$ cat src/rtl/spi_display_ctrl.sv
// SPI-programmed multiplexed 7-segment display controller (digit regs, enable mask, hex/raw mode, MISO echo).
// Writes land 1 cycle after the synchronised ss rise and show on segment_o the next cycle; no backpressure.
module spi_display_ctrl #(
    parameter int NUM_DIGITS = 8,
    parameter int SCAN_DIV   = 5000
) (
    input  logic                  clock_i,
    input  logic                  rst_i,
    input  logic                  spi_sclk_i,
    input  logic                  spi_ss_i,
    input  logic                  spi_mosi_i,
    output logic                  spi_miso_o,
    output logic [7:0]            segment_o,
    output logic [NUM_DIGITS-1:0] digit_o,
    output logic                  frame_err_o
);
    localparam int CW = (SCAN_DIV > 1) ? $clog2(SCAN_DIV) : 1;
    localparam int IW = (NUM_DIGITS > 1) ? $clog2(NUM_DIGITS) : 1;

    logic sclk_meta, sclk_sync, sclk_prev;
    logic ss_meta, ss_sync, ss_prev;
    logic mosi_meta, mosi_sync;
    logic sclk_rise, sclk_fall, ss_rise, ss_fall;

    logic [1:0]  flush;
    logic        armed;
    logic        in_frame;
    logic [4:0]  bit_cnt;
    logic [15:0] shift;
    logic        commit_pend;
    logic        commit_ok;
    logic [15:0] echo;
    logic [15:0] tx;

    logic [7:0]            digits [NUM_DIGITS];
    logic [NUM_DIGITS-1:0] mask;
    logic                  mode;

    logic [CW-1:0] scan_cnt;
    logic [IW-1:0] idx;
    logic [7:0]    cur_dig;
    logic [7:0]    seg_next;

    assign sclk_rise = ~sclk_prev & sclk_sync;
    assign sclk_fall = sclk_prev & ~sclk_sync;
    assign ss_rise   = ~ss_prev & ss_sync;
    assign ss_fall   = ss_prev & ~ss_sync;

    function automatic logic [6:0] hex7(input logic [3:0] v);
        case (v)
            4'h0:    hex7 = 7'h40;
            4'h1:    hex7 = 7'h79;
            4'h2:    hex7 = 7'h24;
            4'h3:    hex7 = 7'h30;
            4'h4:    hex7 = 7'h19;
            4'h5:    hex7 = 7'h12;
            4'h6:    hex7 = 7'h02;
            4'h7:    hex7 = 7'h78;
            4'h8:    hex7 = 7'h00;
            4'h9:    hex7 = 7'h10;
            4'hA:    hex7 = 7'h08;
            4'hB:    hex7 = 7'h03;
            4'hC:    hex7 = 7'h46;
            4'hD:    hex7 = 7'h21;
            4'hE:    hex7 = 7'h06;
            default: hex7 = 7'h0E;
        endcase
    endfunction

    always_ff @(posedge clock_i) begin
        if (rst_i) begin
            sclk_meta   <= 1'b1;
            sclk_sync   <= 1'b1;
            sclk_prev   <= 1'b1;
            ss_meta     <= 1'b1;
            ss_sync     <= 1'b1;
            ss_prev     <= 1'b1;
            mosi_meta   <= 1'b1;
            mosi_sync   <= 1'b1;
            flush       <= 2'b00;
            armed       <= 1'b0;
            in_frame    <= 1'b0;
            bit_cnt     <= 5'd0;
            shift       <= 16'h0000;
            commit_pend <= 1'b0;
            commit_ok   <= 1'b0;
            echo        <= 16'h0000;
            tx          <= 16'hFFFF;
            spi_miso_o  <= 1'b1;
            frame_err_o <= 1'b0;
            mask        <= '1;
            mode        <= 1'b0;
            for (int i = 0; i < NUM_DIGITS; i++) digits[i] <= 8'h00;
        end else begin
            sclk_meta   <= spi_sclk_i;
            sclk_sync   <= sclk_meta;
            sclk_prev   <= sclk_sync;
            ss_meta     <= spi_ss_i;
            ss_sync     <= ss_meta;
            ss_prev     <= ss_sync;
            mosi_meta   <= spi_mosi_i;
            mosi_sync   <= mosi_meta;
            frame_err_o <= 1'b0;
            commit_pend <= 1'b0;

            // A frame interrupted by reset must not resume: only accept a fall once ss has been seen idle.
            flush <= {flush[0], 1'b1};
            if (flush[1] && ss_sync) armed <= 1'b1;

            // The first sclk fall leads bit 0, so MISO only advances after a bit has been sampled.
            if (ss_fall && armed) begin
                in_frame   <= 1'b1;
                bit_cnt    <= 5'd0;
                spi_miso_o <= echo[15];
                tx         <= {echo[14:0], 1'b1};
            end else if (ss_sync) begin
                spi_miso_o <= 1'b1;
            end else if (in_frame && sclk_fall && bit_cnt != 5'd0) begin
                spi_miso_o <= tx[15];
                tx         <= {tx[14:0], 1'b1};
            end

            if (in_frame && !ss_sync && sclk_rise) begin
                shift <= {shift[14:0], mosi_sync};
                if (bit_cnt != 5'd17) bit_cnt <= bit_cnt + 5'd1;
            end

            if (in_frame && ss_rise) begin
                in_frame    <= 1'b0;
                commit_pend <= 1'b1;
                commit_ok   <= (bit_cnt == 5'd16);
            end

            if (commit_pend) begin
                if (!commit_ok) begin
                    frame_err_o <= 1'b1;
                end else begin
                    case (shift[15:12])
                        4'h0: echo <= shift;
                        4'h1: begin
                            if (int'(shift[11:8]) < NUM_DIGITS) begin
                                digits[shift[IW+7:8]] <= shift[7:0];
                                echo <= shift;
                            end else begin
                                frame_err_o <= 1'b1;
                            end
                        end
                        4'h2: begin
                            mask <= shift[NUM_DIGITS-1:0];
                            echo <= shift;
                        end
                        4'h3: begin
                            mode <= shift[0];
                            echo <= shift;
                        end
                        default: frame_err_o <= 1'b1;
                    endcase
                end
            end
        end
    end

    assign cur_dig  = digits[idx];
    assign seg_next = mode ? ~cur_dig : {~cur_dig[7], hex7(cur_dig[3:0])};

    always_ff @(posedge clock_i) begin
        if (rst_i) begin
            scan_cnt  <= '0;
            idx       <= '0;
            segment_o <= 8'hFF;
            digit_o   <= '1;
        end else begin
            if (scan_cnt == CW'(SCAN_DIV - 1)) begin
                scan_cnt <= '0;
                idx      <= (idx == IW'(NUM_DIGITS - 1)) ? '0 : idx + 1'b1;
            end else begin
                scan_cnt <= scan_cnt + 1'b1;
            end

            if (mask[idx]) begin
                digit_o   <= ~(NUM_DIGITS'(1) << idx);
                segment_o <= seg_next;
            end else begin
                digit_o   <= '1;
                segment_o <= 8'hFF;
            end
        end
    end
endmodule

$ cat config.mk
export PLATFORM = sky130hd
export DESIGN_NAME = spi_display_ctrl
export DESIGN_NICKNAME = d
export VERILOG_FILES = /design/src/rtl/spi_display_ctrl.sv
export SDC_FILE = /design/constraint.sdc
export NUM_CORES = 1
export LEC_CHECK = 0
export ABC_AREA = 1
export CORE_UTILIZATION = 40
export CTS_BUF_LIST = sky130_fd_sc_hd__clkbuf_2 sky130_fd_sc_hd__clkbuf_4 sky130_fd_sc_hd__clkbuf_8
export CTS_CLUSTER_DIAMETER = 80
export DETAILED_ROUTE_END_ITERATION = 8
export SYNTH_ARGS = -nofsm -noshare
export SYNTH_HDL_FRONTEND = slang
export SYNTH_SLANG_ARGS = --single-unit
$ cat constraint.sdc
create_clock -name clock_i -period 2.2 [get_ports clock_i]
set_input_delay 0.33 -clock clock_i [delete_from_list [all_inputs] [get_ports clock_i]]
set_output_delay 0.33 -clock clock_i [all_outputs]
set_load 0.05 [all_outputs]
==> key figures <==
Outcome
  • Status: finished clean

Die
  • Chip width: about 140 µm
  • Starting Density: slightly above 40%
  • Io pins: 23
  • Die Y: between 100 and 150 µm
  • Die Area: between 15000 and 20000 µm²
  • # rows: 49
  • Placeable Area: about 18000 µm²

Yosys
  • Number of synthesized register bits: 176
  • Yosys warnings: 0
  • Syn Inst Count: around 880
  • Top cell type's share of synthesized area: 29.59%
  • Most common cell in the netlist: nand2_1
  • Syn_nets: approximately 900
  • Leading area contributor after synthesis: dfxtp_1
  • Synth top cells by count: nand2_1, dfxtp_1, nor2_1
  • Syn_area_per_cell: 8.650 µm²
  • FFs w/ async S/R, synth: 0%
  • Seq/Total Area, Yosys: 54.95%
  • Post-synth EDFFs: between 60 and 70
  • Synth unique cells: 41
  • Main synth FF type: dfxtp_1
  • Synth top area cells: dfxtp_1, edfxtp_1, nand2_1, nand3_1, nor2_1
  • Cell Area, Synth: roughly 7600 µm²

Power and ir drop
  • Internal Power: between 0.004 and 0.005 W
  • Peak supply drop: approximately 480 µV
  • Power per cell area: around 710 nW/µm²
  • Switching Fraction: ~23%
  • Comb power frac: 4.2%
  • Sw power: around 0.0014 W
  • Seq pwr share: ~57%
  • LEAKAGE: between 3 and 4 nW
  • Clock share of power: between 30 and 40%

Global routing
  • GRT Overall Usage: roughly 17%
  • Initial antenna violation count: 0
  • Vias in the first global route: 5282
  • Largest net degree at the start of global routing: 69
  • Global-route wire length before repair: roughly 27000 µm
  • GRT overflow: 0

Clock network
  • Post-cts gate resize count: 0
  • # hold bufs at CTS: 0
  • Later-pin clock latency in the skew report: 450 ps
  • CTS tree: done
  • Setup bufs post-CTS: 0
  • Clk sinks: roughly 180
  • Root Driver: clkbuf_8
  • CTS clk-pin slew, worst paths: 90 ps
  • H-Tree Depth: 4
  • Total CTS buffers: 17
  • Clk buf depth: 2

Timing
  • Finish-stage setup viols: 0
  • Fin crit period: between 1500 and 2000 ps
  • RSZ-0062 raised after global routing: false
  • Hold Violations, Final: 0
  • Period utilization: 88.36%
  • FMAX: about 0.51 GHz
  • Clock skew: around 16 ps
  • Slew Viols, Final: 0
  • Slew of the pin with the lowest slew margin: 542.7 ps
  • Min Hold Slack: 410.9 ps
  • Relative max-transition margin: a little under two thirds
  • Final TNS setup: 0 ps

Setup path
  • CP max-delay cell: dfxtp_1
  • CP Capture Type: flip-flop
  • Worst-path fanout max: 21
  • Critical-path cell list: inv_2 > buf_4 > nand2_1 > nand2_1 > nand2_1 > nand3_1 > nand2_2 > ha_1 > inv_1 > nand3_1 > nand3_1 > nand2_1 > nand3_1
  • Critical Path RT: around 2500 ps
  • Critical path's largest stage delay: roughly 350 ps
  • Startpoint types: flip-flop
  • CP arrival: approximately 2300 ps
  • Critical path class: flip-flop to flip-flop

Routing
  • DR vias: ~5700
  • Routed wire length: ~16000 µm
  • Initial DRC Count: 365
  • Via density: between 4 and 5
  • DR pass1 iterations: 5
  • Antenna Nets Post-Route: 0
  • DRC violations left: 0
  • Drt wl/cell: 14.02 µm

Place
  • Post-detailed-placement half-perimeter wirelength: 10960 µm
  • Gp weighted congestion: 0.8300
  • Input/output buffers: 22

Flow run
  • Max-cap violations: 0

Cells and area
  • Synth-to-Final Area Change: 12.57%
  • Nets@finish: between 900 and 1000
  • Fraction of layout cells with a size suffix above 1: ~11%
  • ANT cells: 0

Worst hold path
  • Hold_sp: flush[0]
  • Hold Crit Class: flip-flop to flip-flop
==> cell families (layout without fill, tap and decap cells) <==
| family | Yosys count | in the layout | synth area share [%] |
|---|---|---|---|
| AO/OA/AOI/OAI | 135 | 135 | 10.16 |
| XOR/XNOR | 2 | 2 | 0.2312 |
| adder cells (fa/ha/maj) | 17 | 17 | 2.807 |
| buffers and inverters | 124 | 169 | 6.820 |
| flip-flops | 176 | 176 | 54.95 |
| AND/OR/NAND/NOR | 422 | 422 | 25.03 |
==> final timing paths <==
path                                     end  slack [ps]  cells after the start
worst max-delay path            segment_o[3]         260                     13
worst min-delay path                flush[1]         410                      2
worst max register to register  segment_o[3]         260                     13
worst min register to register      flush[1]         410                      2
==> worst max-delay path: cells and delay by family, from the launching register on <==
| kind | cells | cell delay, ps |
|---|---|---|
| flops | 1 | 350 |
| simple gates | 9 | 610 |
| buf+inv | 3 | 530 |
| fa+ha+maj | 1 | 320 |
==> power groups by stage <==
stage | Clock [W] | Combinational (W) | Sequential [W]
finish | 0.00233 | 0.000251 | 0.00345
CTS | 0.00237 | 0.000254 | 0.00345
detailed placement | 0 | 0.000253 | 0.00353
floorplan | 0 | 0.000141 | 0.00356
global route | 0.00250 | 0.000282 | 0.00346
global placement | 0 | 0.000252 | 0.00353
==> sequential cells by signal, indices dropped and copies added, names as in the netlist, 3 cells and up, named ones only <==
name and cells:
bit_cnt 5, digit_o 8, digits 64, echo 16, idx 3, mask 8
scan_cnt 13, segment_o 8, shift 16, tx 15
==> layer usage <==
layer | up-vias | track usage [%] | share of wire, %
met1 | 2602 | 24.06 | 49
met5 | - | 0 | 0
li1 | 2967 | - | -
met2 | 128 | 27.29 | 45
met3 | 16 | 3.372 | 4.3
met4 | 0 | 5.090 | 1.2
==> cell type report <==
class,count,area (µm²)
clock buffers,21,289.0
clock inverters,11,125.1
fillers,1783,9741
inverters,91,342.8
multi-input cells,576,2897
flip-flops and latches,176,4164
well taps,229,286.5
repair buffers,46,425.4
==> through the flow <==
stage	power [W]	instances	utilization [%]	cell area (µm²)	setup WS, ps
CTS	0.006076	1150	46.69	8529	251.2
global placement	0.003783	1118	44.42	8115	163.0
global route	0.006245	1150	46.69	8529	73.35
floorplan	0.003700	876	-	7577	433.7
detailed placement	0.003783	1118	44.42	8115	143.5
finish	0.006030	1150	46.69	8529	256.0
==> cells in the final DEF, fill, tap and decap left out, types with 14 or more instances in the layout <==
cell type and count:
a21oi_1 57, buf_4 22, clkbuf_8 21, clkdlybuf4s50_1 22, dfxtp_1 112, edfxtp_1 64
ha_1 17, inv_1 77, nand2_1 181, nand2_2 16, nand3_1 87, nor2_1 98
o2111ai_1 14, o21ai_0 45
Note: power is estimated with default switching activity, not from simulation.
